## src/rtl/rf_write_arbiter_if.sv

```systemverilog
// Writeback bus for rf_write_arbiter: two requester handshakes, the register-file
// write port, the pending-write query port and the conflict counter.
interface rf_write_arbiter_if #(
    parameter int DATA_W = 64,
    parameter int ADDR_W = 5,
    parameter int CNT_W  = 16
);
    logic              alu_valid;
    logic              alu_ready;
    logic [ADDR_W-1:0] alu_addr;
    logic [0:DATA_W-1] alu_data;
    logic              ld_valid;
    logic              ld_ready;
    logic [ADDR_W-1:0] ld_addr;
    logic [0:DATA_W-1] ld_data;
    logic              rf_we;
    logic [ADDR_W-1:0] rf_addr;
    logic [0:DATA_W-1] rf_data;
    logic [ADDR_W-1:0] query_addr;
    logic              query_pending;
    logic              fwd_valid;
    logic [0:DATA_W-1] fwd_data;
    logic [CNT_W-1:0]  conflict_cnt;

    modport slave (
        input  alu_valid, alu_addr, alu_data,
        input  ld_valid, ld_addr, ld_data,
        input  query_addr,
        output alu_ready, ld_ready,
        output rf_we, rf_addr, rf_data,
        output query_pending, fwd_valid, fwd_data, conflict_cnt
    );

    modport master (
        output alu_valid, alu_addr, alu_data,
        output ld_valid, ld_addr, ld_data,
        output query_addr,
        input  alu_ready, ld_ready,
        input  rf_we, rf_addr, rf_data,
        input  query_pending, fwd_valid, fwd_data, conflict_cnt
    );
endinterface

```

## src/rtl/rf_write_arbiter.sv

```systemverilog
// Round-robin arbiter draining two writeback FIFOs (ALU, load) into one register-file write port.
// Define RF_WRITE_FORWARD_EN to build the youngest-pending-write forwarding mux.
module rf_write_arbiter #(
    parameter int DATA_W = 64,
    parameter int ADDR_W = 5,
    parameter int DEPTH  = 2,
    parameter int CNT_W  = 16
) (
    input  logic              clk,
    input  logic              reset,
    rf_write_arbiter_if.slave bus
);
    // state     | meaning
    // GRANT_ALU | last grant went to ALU; LD wins the next tie
    // GRANT_LD  | last grant went to LD (reset value); ALU wins the next tie
    typedef enum logic {GRANT_ALU = 1'b0, GRANT_LD = 1'b1} grant_e;

    localparam int            PTR_W  = $clog2(DEPTH);
    localparam int            REQ_LD = 1;
    localparam logic [PTR_W:0] FULL  = (PTR_W+1)'(DEPTH);

    grant_e            last_grant, last_grant_nxt;
    logic [ADDR_W-1:0] mem_addr [2][DEPTH];
    logic [0:DATA_W-1] mem_data [2][DEPTH];
    logic [PTR_W-1:0]  rd_ptr [2];
    logic [PTR_W-1:0]  wr_ptr [2];
    logic [PTR_W:0]    count  [2];
    logic [DEPTH-1:0]  slot_valid [2];
    logic [ADDR_W-1:0] in_addr [2];
    logic [0:DATA_W-1] in_data [2];
    logic [1:0]        in_valid, ready, enq, head_valid, grant;
    logic [PTR_W-1:0]  age;
    logic              gsel;
    logic              q_hit;
    logic              rf_we_q;
    logic [ADDR_W-1:0] rf_addr_q;
    logic [0:DATA_W-1] rf_data_q;
    logic [CNT_W-1:0]  conflict_q;

    assign in_valid   = {bus.ld_valid, bus.alu_valid};
    assign in_addr[0] = bus.alu_addr;
    assign in_addr[1] = bus.ld_addr;
    assign in_data[0] = bus.alu_data;
    assign in_data[1] = bus.ld_data;

    // Writes to register 0 complete the handshake but are dropped before the FIFO.
    always_comb begin
        ready      = '0;
        enq        = '0;
        head_valid = '0;
        age        = '0;
        for (int r = 0; r < 2; r++) begin
            slot_valid[r] = '0;
            ready[r]      = count[r] < FULL;
            enq[r]        = in_valid[r] && ready[r] && (in_addr[r] != '0);
            head_valid[r] = count[r] != '0;
            for (int s = 0; s < DEPTH; s++) begin
                age              = PTR_W'(s) - rd_ptr[r];
                slot_valid[r][s] = {1'b0, age} < count[r];
            end
        end
    end

    always_comb begin
        grant          = '0;
        last_grant_nxt = last_grant;
        grant[0] = head_valid[0] && (!head_valid[1] || last_grant == GRANT_LD);
        grant[1] = head_valid[1] && (!head_valid[0] || last_grant == GRANT_ALU);
        if (grant[0])
            last_grant_nxt = GRANT_ALU;
        else if (grant[1])
            last_grant_nxt = GRANT_LD;
    end

    assign gsel = grant[REQ_LD];

    always_ff @(posedge clk or negedge reset) begin
        if (!reset) begin
            last_grant <= GRANT_LD;
            for (int r = 0; r < 2; r++) begin
                rd_ptr[r] <= '0;
                wr_ptr[r] <= '0;
                count[r]  <= '0;
            end
            rf_we_q    <= 1'b0;
            rf_addr_q  <= '0;
            rf_data_q  <= '0;
            conflict_q <= '0;
        end else begin
            last_grant <= last_grant_nxt;
            for (int r = 0; r < 2; r++) begin
                if (enq[r])
                    wr_ptr[r] <= wr_ptr[r] + 1'b1;
                if (grant[r])
                    rd_ptr[r] <= rd_ptr[r] + 1'b1;
                count[r] <= count[r] + (PTR_W+1)'(enq[r]) - (PTR_W+1)'(grant[r]);
            end
            rf_we_q <= |grant;
            if (|grant) begin
                rf_addr_q <= mem_addr[gsel][rd_ptr[gsel]];
                rf_data_q <= mem_data[gsel][rd_ptr[gsel]];
            end
            if ((&head_valid) && (conflict_q != '1))
                conflict_q <= conflict_q + 1'b1;
        end
    end

    always_ff @(posedge clk) begin
        for (int r = 0; r < 2; r++) begin
            if (enq[r]) begin
                mem_addr[r][wr_ptr[r]] <= in_addr[r];
                mem_data[r][wr_ptr[r]] <= in_data[r];
            end
        end
    end

    always_comb begin
        q_hit = 1'b0;
        if (bus.query_addr != '0) begin
            if (rf_we_q && rf_addr_q == bus.query_addr)
                q_hit = 1'b1;
            for (int r = 0; r < 2; r++)
                for (int s = 0; s < DEPTH; s++)
                    if (slot_valid[r][s] && mem_addr[r][s] == bus.query_addr)
                        q_hit = 1'b1;
        end
    end

`ifdef RF_WRITE_FORWARD_EN
    logic [0:DATA_W-1] fwd_data_c;
    logic              fwd_late;
    logic              fwd_req;
    logic [PTR_W-1:0]  fwd_slot;

    // Scan lowest priority first so later matches override: write stage, the requester
    // granted next, then the requester granted after it; oldest to newest within a FIFO.
    always_comb begin
        fwd_data_c = '0;
        fwd_late   = (last_grant == GRANT_LD);
        fwd_req    = 1'b0;
        fwd_slot   = '0;
        if (bus.query_addr != '0) begin
            if (rf_we_q && rf_addr_q == bus.query_addr)
                fwd_data_c = rf_data_q;
            for (int p = 0; p < 2; p++) begin
                fwd_req = (p == 1) ? fwd_late : !fwd_late;
                for (int k = 0; k < DEPTH; k++) begin
                    fwd_slot = rd_ptr[fwd_req] + PTR_W'(k);
                    if (((PTR_W+1)'(k) < count[fwd_req]) &&
                        (mem_addr[fwd_req][fwd_slot] == bus.query_addr))
                        fwd_data_c = mem_data[fwd_req][fwd_slot];
                end
            end
        end
    end

    assign bus.fwd_valid = q_hit;
    assign bus.fwd_data  = fwd_data_c;
`else
    assign bus.fwd_valid = 1'b0;
    assign bus.fwd_data  = '0;
`endif

    assign bus.alu_ready     = ready[0];
    assign bus.ld_ready      = ready[1];
    assign bus.rf_we         = rf_we_q;
    assign bus.rf_addr       = rf_addr_q;
    assign bus.rf_data       = rf_data_q;
    assign bus.query_pending = q_hit;
    assign bus.conflict_cnt  = conflict_q;
endmodule

```

## src/flat_wrapper.sv

```systemverilog
// flat-port wrapper written by rule: the top's interface ports become plain ports
module rf_write_arbiter_flat 
#(
    parameter int DATA_W = 64,
    parameter int ADDR_W = 5,
    parameter int DEPTH  = 2,
    parameter int CNT_W  = 16
)
  (clk, reset, bus_alu_valid, bus_alu_addr, bus_alu_data, bus_ld_valid, bus_ld_addr, bus_ld_data, bus_query_addr, bus_alu_ready, bus_ld_ready, bus_rf_we, bus_rf_addr, bus_rf_data, bus_query_pending, bus_fwd_valid, bus_fwd_data, bus_conflict_cnt);
  rf_write_arbiter_if #(.DATA_W(DATA_W), .ADDR_W(ADDR_W), .CNT_W(CNT_W)) bus_i ();
  input  logic clk;
  input  logic reset;
  input wire logic [$bits(bus_i.alu_valid)-1:0] bus_alu_valid;
  input wire logic [$bits(bus_i.alu_addr)-1:0] bus_alu_addr;
  input wire logic [$bits(bus_i.alu_data)-1:0] bus_alu_data;
  input wire logic [$bits(bus_i.ld_valid)-1:0] bus_ld_valid;
  input wire logic [$bits(bus_i.ld_addr)-1:0] bus_ld_addr;
  input wire logic [$bits(bus_i.ld_data)-1:0] bus_ld_data;
  input wire logic [$bits(bus_i.query_addr)-1:0] bus_query_addr;
  output wire logic [$bits(bus_i.alu_ready)-1:0] bus_alu_ready;
  output wire logic [$bits(bus_i.ld_ready)-1:0] bus_ld_ready;
  output wire logic [$bits(bus_i.rf_we)-1:0] bus_rf_we;
  output wire logic [$bits(bus_i.rf_addr)-1:0] bus_rf_addr;
  output wire logic [$bits(bus_i.rf_data)-1:0] bus_rf_data;
  output wire logic [$bits(bus_i.query_pending)-1:0] bus_query_pending;
  output wire logic [$bits(bus_i.fwd_valid)-1:0] bus_fwd_valid;
  output wire logic [$bits(bus_i.fwd_data)-1:0] bus_fwd_data;
  output wire logic [$bits(bus_i.conflict_cnt)-1:0] bus_conflict_cnt;
  assign bus_i.alu_valid = bus_alu_valid;
  assign bus_i.alu_addr = bus_alu_addr;
  assign bus_i.alu_data = bus_alu_data;
  assign bus_i.ld_valid = bus_ld_valid;
  assign bus_i.ld_addr = bus_ld_addr;
  assign bus_i.ld_data = bus_ld_data;
  assign bus_i.query_addr = bus_query_addr;
  assign bus_alu_ready = bus_i.alu_ready;
  assign bus_ld_ready = bus_i.ld_ready;
  assign bus_rf_we = bus_i.rf_we;
  assign bus_rf_addr = bus_i.rf_addr;
  assign bus_rf_data = bus_i.rf_data;
  assign bus_query_pending = bus_i.query_pending;
  assign bus_fwd_valid = bus_i.fwd_valid;
  assign bus_fwd_data = bus_i.fwd_data;
  assign bus_conflict_cnt = bus_i.conflict_cnt;
  rf_write_arbiter #(.DATA_W(DATA_W), .ADDR_W(ADDR_W), .DEPTH(DEPTH), .CNT_W(CNT_W)) u_core (.clk(clk), .reset(reset), .bus(bus_i));
endmodule
```

## config.mk

```make
export PLATFORM = sky130hd
export DESIGN_NAME = rf_write_arbiter_flat
export DESIGN_NICKNAME = d
export VERILOG_FILES = /design/src/rtl/rf_write_arbiter_if.sv /design/src/rtl/rf_write_arbiter.sv /design/src/flat_wrapper.sv
export SDC_FILE = /design/constraint.sdc
export NUM_CORES = 1
export LEC_CHECK = 0
export BUFFER_PORTS_ARGS = -buffer_cell sky130_fd_sc_hd__buf_2
export CELL_PAD_IN_SITES_DETAIL_PLACEMENT = 1
export CELL_PAD_IN_SITES_GLOBAL_PLACEMENT = 1
export CORE_MARGIN = 10
export CORE_UTILIZATION = 42
export CTS_BUF_LIST = sky130_fd_sc_hd__clkbuf_4 sky130_fd_sc_hd__clkbuf_8
export CTS_CLUSTER_DIAMETER = 80
export CTS_CLUSTER_SIZE = 10
export DETAILED_ROUTE_END_ITERATION = 8
export PLACE_DENSITY_LB_ADDON = 0.25
export SETUP_SLACK_MARGIN = 0.5
export SYNTH_ARGS = -nofsm -noshare
export SYNTH_HDL_FRONTEND = slang
export SYNTH_SLANG_ARGS = --single-unit
```

## constraint.sdc

```tcl
create_clock -name clk -period 4.5 [get_ports clk]
set_input_delay 0.45 -clock clk [delete_from_list [all_inputs] [get_ports clk]]
set_output_delay 0.45 -clock clk [all_outputs]
set_load 0.05 [all_outputs]
```

* Word-level counts from Yosys, hierarchy flattened *
Memory sizes are Yosys's and may differ from the RTL's.
Cells that the tools add are included.

storage, ports and cells
  bits in writable memories = 276
  memories = 2
  word-level logic and storage cells = 106
  output and inout bits = 154
  bits in registers = 95
  input port bits = 147

cells by class
  bitwise logic cells = 5
  reduce and logical (&&, ||, !) cells = 26
  mux-type cells = 31
  $add $sub $neg = 13
  equal/unequal tests = 6
  $lt $le $gt $ge = 12

memory list
  name             depth  width  read ports  clocked after memory_dff  write ports  RTL line                text
  u_core.mem_data  2      128    1           0                         2            rf_write_arbiter.sv:24  logic [0:DATA_W-1] mem_data [2][DEPTH];
  u_core.mem_addr  2      10     3           0                         2            rf_write_arbiter.sv:23  logic [ADDR_W-1:0] mem_addr [2][DEPTH];

operators with widths
  kind                   number
  $mux 64                5
  $mux 128               2
  $demux 64 s1           2
  $eq 5x5->1             5
  $mux 5                 5
  $mux 10                2
  $add 16x1->16 const B  1
  $ne 16x16->1 const B   1
  $reduce_bool 5->1      3
  $logic_and 1x1->1      14
  $mux 1                 13
  $demux 5 s1            2
  $ge 2x2->1 const B     4
  $lt 1x2->1             4
  $not 1->2              4
  $reduce_bool 2->1      3
  $add 1x1->1 const B    4
  $add 2x1->2            2
  $lt 2x1->1 const B     2
  $lt 2x2->1 const B     2
  $sub 1x1->1 const A    4
  $sub 2x1->2            2
  $logic_not 1->1        2
  $logic_or 1x1->1       2
  other kinds (3)        3

* Depth between registers and ports, before layout *
  word-level depth = 12
  mapped depth = 10

* Least setup slack after synthesis *
Ideal clock, no wire load.

  path type = register -> register
  start = register u_core.count[1] (netlist name)
  end = memory u_core.mem_addr[1][5] (netlist name), enable pin
  cell stages (with the launch flop) = 5
  arrival time = 4.223 ns
  clock period less this slack = 4.728 ns
  required time = 3.995 ns
  buffers on the path = 1
  setup time = 0.505 ns
  path slack = -0.228 ns
  cell sequence = dfrtp_1 buf_2 inv_1 o311a_1 nor2b_1

RTL lines
  what                             RTL line                text
  start, declared                  rf_write_arbiter.sv:27  logic [PTR_W:0] count [2];
  start signal, assigned by index  rf_write_arbiter.sv:96  count[r] <= count[r] + (PTR_W+1)'(enq[r]) - (PTR_W+1)'(grant[r]);
  end, declared                    rf_write_arbiter.sv:23

* Worst setup path in the final report *
  start = register u_core.rd_ptr[1] (netlist name)
  end = output bus_query_pending

between the ends
  word-level cells in the longest chain between the ends = 8

RTL lines
  what                             RTL line                 text
  start, declared                  rf_write_arbiter.sv:25   logic [PTR_W-1:0] rd_ptr [2];
  start signal, assigned by index  rf_write_arbiter.sv:95   rd_ptr[r] <= rd_ptr[r] + 1'b1;
  $sub 1x1->1                      rf_write_arbiter.sv:58   age = PTR_W'(s) - rd_ptr[r];
  $lt 1x2->1                       rf_write_arbiter.sv:59   slot_valid[r][s] = {1'b0, age} < count[r];
  $logic_and 1x1->1                rf_write_arbiter.sv:124  if (slot_valid[r][s] && mem_addr[r][s] == bus.query_addr)
  $mux 1                           rf_write_arbiter.sv:124
  $mux 1 * (3 in series)           rf_write_arbiter.sv:124
  $mux 1 *                         rf_write_arbiter.sv:119  if (bus.query_addr != '0) begin
  end, declared                    flat_wrapper.sv:25       output wire logic [$bits(bus_i.query_pending)-1:0] bus_query_pending;

Mark *: on every way between the ends. The rest lies on a longest branch, timed or not.

==> summary.md <==
| Metric | Value |
|---|---|
| Core Area | `35480 sq um` |
| Nets | `1514` |
| Longest Clk Path Bufs | `3` |
| Post-synth top cells | `edfxtp_1, dfrtp_1, nor2_1` |
| First-pass GRT wire length | `60720 um` |
| Clk_skew | `0.02265 ns` |
| # setup viols final | `0` |
| Top-area cell type share of the netlist area | `55.12%` |
| Total number of vias | `9067` |
| Total Power | `12540 uW` |
| Final Routed Wirelength | `38940 um` |
| Initial antenna violation count | `4` |
| DRC Markers | `0` |
| Global Route Usage Sum | `17.70%` |
| Syn-to-layout area delta | `20.89%` |
| Top_reg_cell synth | `edfxtp_1` |
| I/O Buffers | `235` |
| DP Area | `16410 sq um` |
| Asr flop ratio synth | `25.61%` |
| Vias/cell | `4.885` |
| Count leader, synth | `edfxtp_1` |
| Root buf cell | `clkbuf_8` |
| Relative slew slack | `21.51%` |
| Number of synthesized flops with an enable pin | `276` |
| Outcome | `completed` |
| Max rail drop VDD | `594.1 uV` |
| Synth warn | `0` |
| Worst slew pin tran | `1.177 ns` |
| Post-synth cell types | `39` |
| Clk pin slew, worst setup/hold paths | `0.07 ns` |
| I/O pin cnt | `301` |
| Initial Utilization | `42.37%` |
| DR WL/cell | `20.98 um` |
| Syn Inst Count | `1034` |
| PD cells | `689.9 nW/um^2` |
| Largest net degree at the start of global routing | `85` |
| Final design area excluding fillers | `18180 sq um` |
| GRT overflow | `0` |
| Max Cap Violations | `0` |
| Die Area | `43770 sq um` |
| Routed Antenna Nets | `0` |
| Vias in the first global route | `10280` |
| Slew Viols, Final | `0` |
| Die height | `209.2 um` |
| Hold Path Class | `input pin to flop` |
| WHS Endpoint | `u_core.mem_data[0][73]$_DFFE_PP_` |
| Reg-to-Reg End | `u_core.bus.rf_data[25]$_DFFE_PN0P_` |
| Worst Hold Depth | `1` |
| Row count | `69` |
| Htree depth | `2` |
| DP Cell Count | `1687` |
| Maximum fanout along the worst path | `22` |
| Resized cells post-CTS | `0` |
| Setup repair bufs after CTS | `0` |
| Reg-to-Reg Start | `u_core.count[3]$_DFF_PN0_` |
| Max Clock Freq | `334.5 MHz` |
| Final period utilization | `66.44%` |
| Endpoints failing hold | `0` |
| Clk_lat worst skew | `0.62 ns` |
| Startpoint types | `flop` |
| Critical path endpoint category | `output port` |
| Hold slack | `0.04431 ns` |
| DRT Pass-1 Iters | `4` |
| Synth Cell Area | `15040 sq um` |
| RSZ-0062 raised after global routing | `false` |
| Average cell area after synthesis | `14.54 sq um` |
| Aggregate negative setup slack | `0 ns` |
| Layout cells sized above 1 | `29.12%` |
| Yosys top cell by area | `edfxtp_1` |
| Final Non-Filler Cells | `1856` |
| FF-to-FF setup slack | `2.12 ns` |
| Detailed placement HPWL | `25040 um` |
| CP arrival | `2.54 ns` |
| Initial drt markers | `459` |
| CTS sink count | `371` |
| TritonCTS Buffers | `43` |
| Minimum clock period | `2.990 ns` |
| #FFs+latches synth | `371` |
| WP data required | `4.05 ns` |
| Register area share after synthesis | `70.94%` |
| Synth area leaders | `edfxtp_1, dfrtp_1, mux2_2` |
| HP Start | `bus_alu_data[9]` |
| Critical path class | `flop to output port` |
| Placer Congestion | `0.7691` |
| Die Wd | `209.2 um` |
| R2R cell count | `6` |
| LEAKAGE | `0.007160 uW` |
| CTS tree | `yes` |
## what timing repair did
action                                  CTS  global route
hold buffers                             91             0
endpoints found under the setup margin    0             0
endpoints found under the hold margin   229             0
## how the worst max path moves through the flow
stage                                             end                    startpoint
global route                        bus_query_pending  u_core.rd_ptr[1]$_DFFE_PN0P_
floorplan             u_core.mem_addr[1][5]$_DFFE_PP_     u_core.count[1]$_DFF_PN0_
global placement    u_core.mem_data[0][110]$_DFFE_PP_               bus_alu_addr[1]
finish                              bus_query_pending  u_core.rd_ptr[1]$_DFFE_PN0P_
detailed placement  u_core.mem_data[0][108]$_DFFE_PP_               bus_alu_addr[1]
CTS                                 bus_query_pending  u_core.rd_ptr[1]$_DFFE_PN0P_
## per-layer routing
metal / routed length (um) / global-route usage (%)
met5: 19 / 0
met4: 868 / 5.656
met3: 2282 / 4.235
met2: 19480 / 29.87
met1: 16290 / 21.96
## cell type report
cell class | instances | area, sq um
tap | 461 | 576.8
inverter | 12 | 45.04
fill | 3594 | 17310
clock inverter | 4 | 31.28
timing repair buffer | 337 | 2197
sequential | 371 | 10670
clock buffer | 73 | 817.0
multi-input combinational | 597 | 3832
antenna | 1 | 2.502
## per-stage QoR
stage	utilization [%]	setup WS [ns]
2_1_floorplan	-	1.085
3_3_place_gp	46.26	2.002
3_5_place_dp	46.26	1.938
4_1_cts	51.22	1.476
5_1_grt	51.23	1.332
6_report	51.23	1.510
## logic make-up (layout without fill, tap and decap cells)
group,after synthesis,in the layout,synth area share [%]
mux,139,139,9.836
flops,371,371,70.94
compound gates,152,152,5.226
xor+xnor,48,48,2.796
fa+ha+maj,5,5,0.4161
buf+inv,130,426,5.351
simple gates,188,188,5.409
other cells,1,66,0.02494
## placed cells by master (no fill, tap or decap), types with 12 or more instances in the layout
master	Yosys	routed
o21ai_1	70	70
mux2i_1	69	69
mux2_2	70	70
edfxtp_1	276	276
clkbuf_8	0	43
conb_1	1	65
dfrtp_1	94	92
inv_1	12	12
nand2_1	74	74
xnor2_1	33	33
nor2_1	76	76
buf_2	25	234
dlygate4sd3_1	0	91
clkbuf_4	0	30
xor2_1	15	15
a21oi_1	74	74
## where the power goes
group	switching (uW)	internal (uW)
logic	3460	1530
registers	542	4650
clock network	1210	1150
## critical path, stage by stage, from the launching register on
cell and delay, ns:
dfrtp_4 0.66, inv_1 0.16, a21oi_1 0.08, nor4_1 0.29, a31oi_1 0.13, a21oi_1 0.29
buf_2 0.33
## state kept, by name (all words and copies together) (netlist names)
name / cells
u_core.mem_addr: 20
u_core.bus.conflict_cnt: 16
u_core.bus.rf_data: 64
u_core.rd_ptr: 2
u_core.count: 4
u_core.wr_ptr: 2
u_core.mem_data: 256
u_core.last_grant: 1
u_core.bus.rf_we: 1
u_core.bus.rf_addr: 5
No activity file was read; power rests on OpenSTA's default activity.
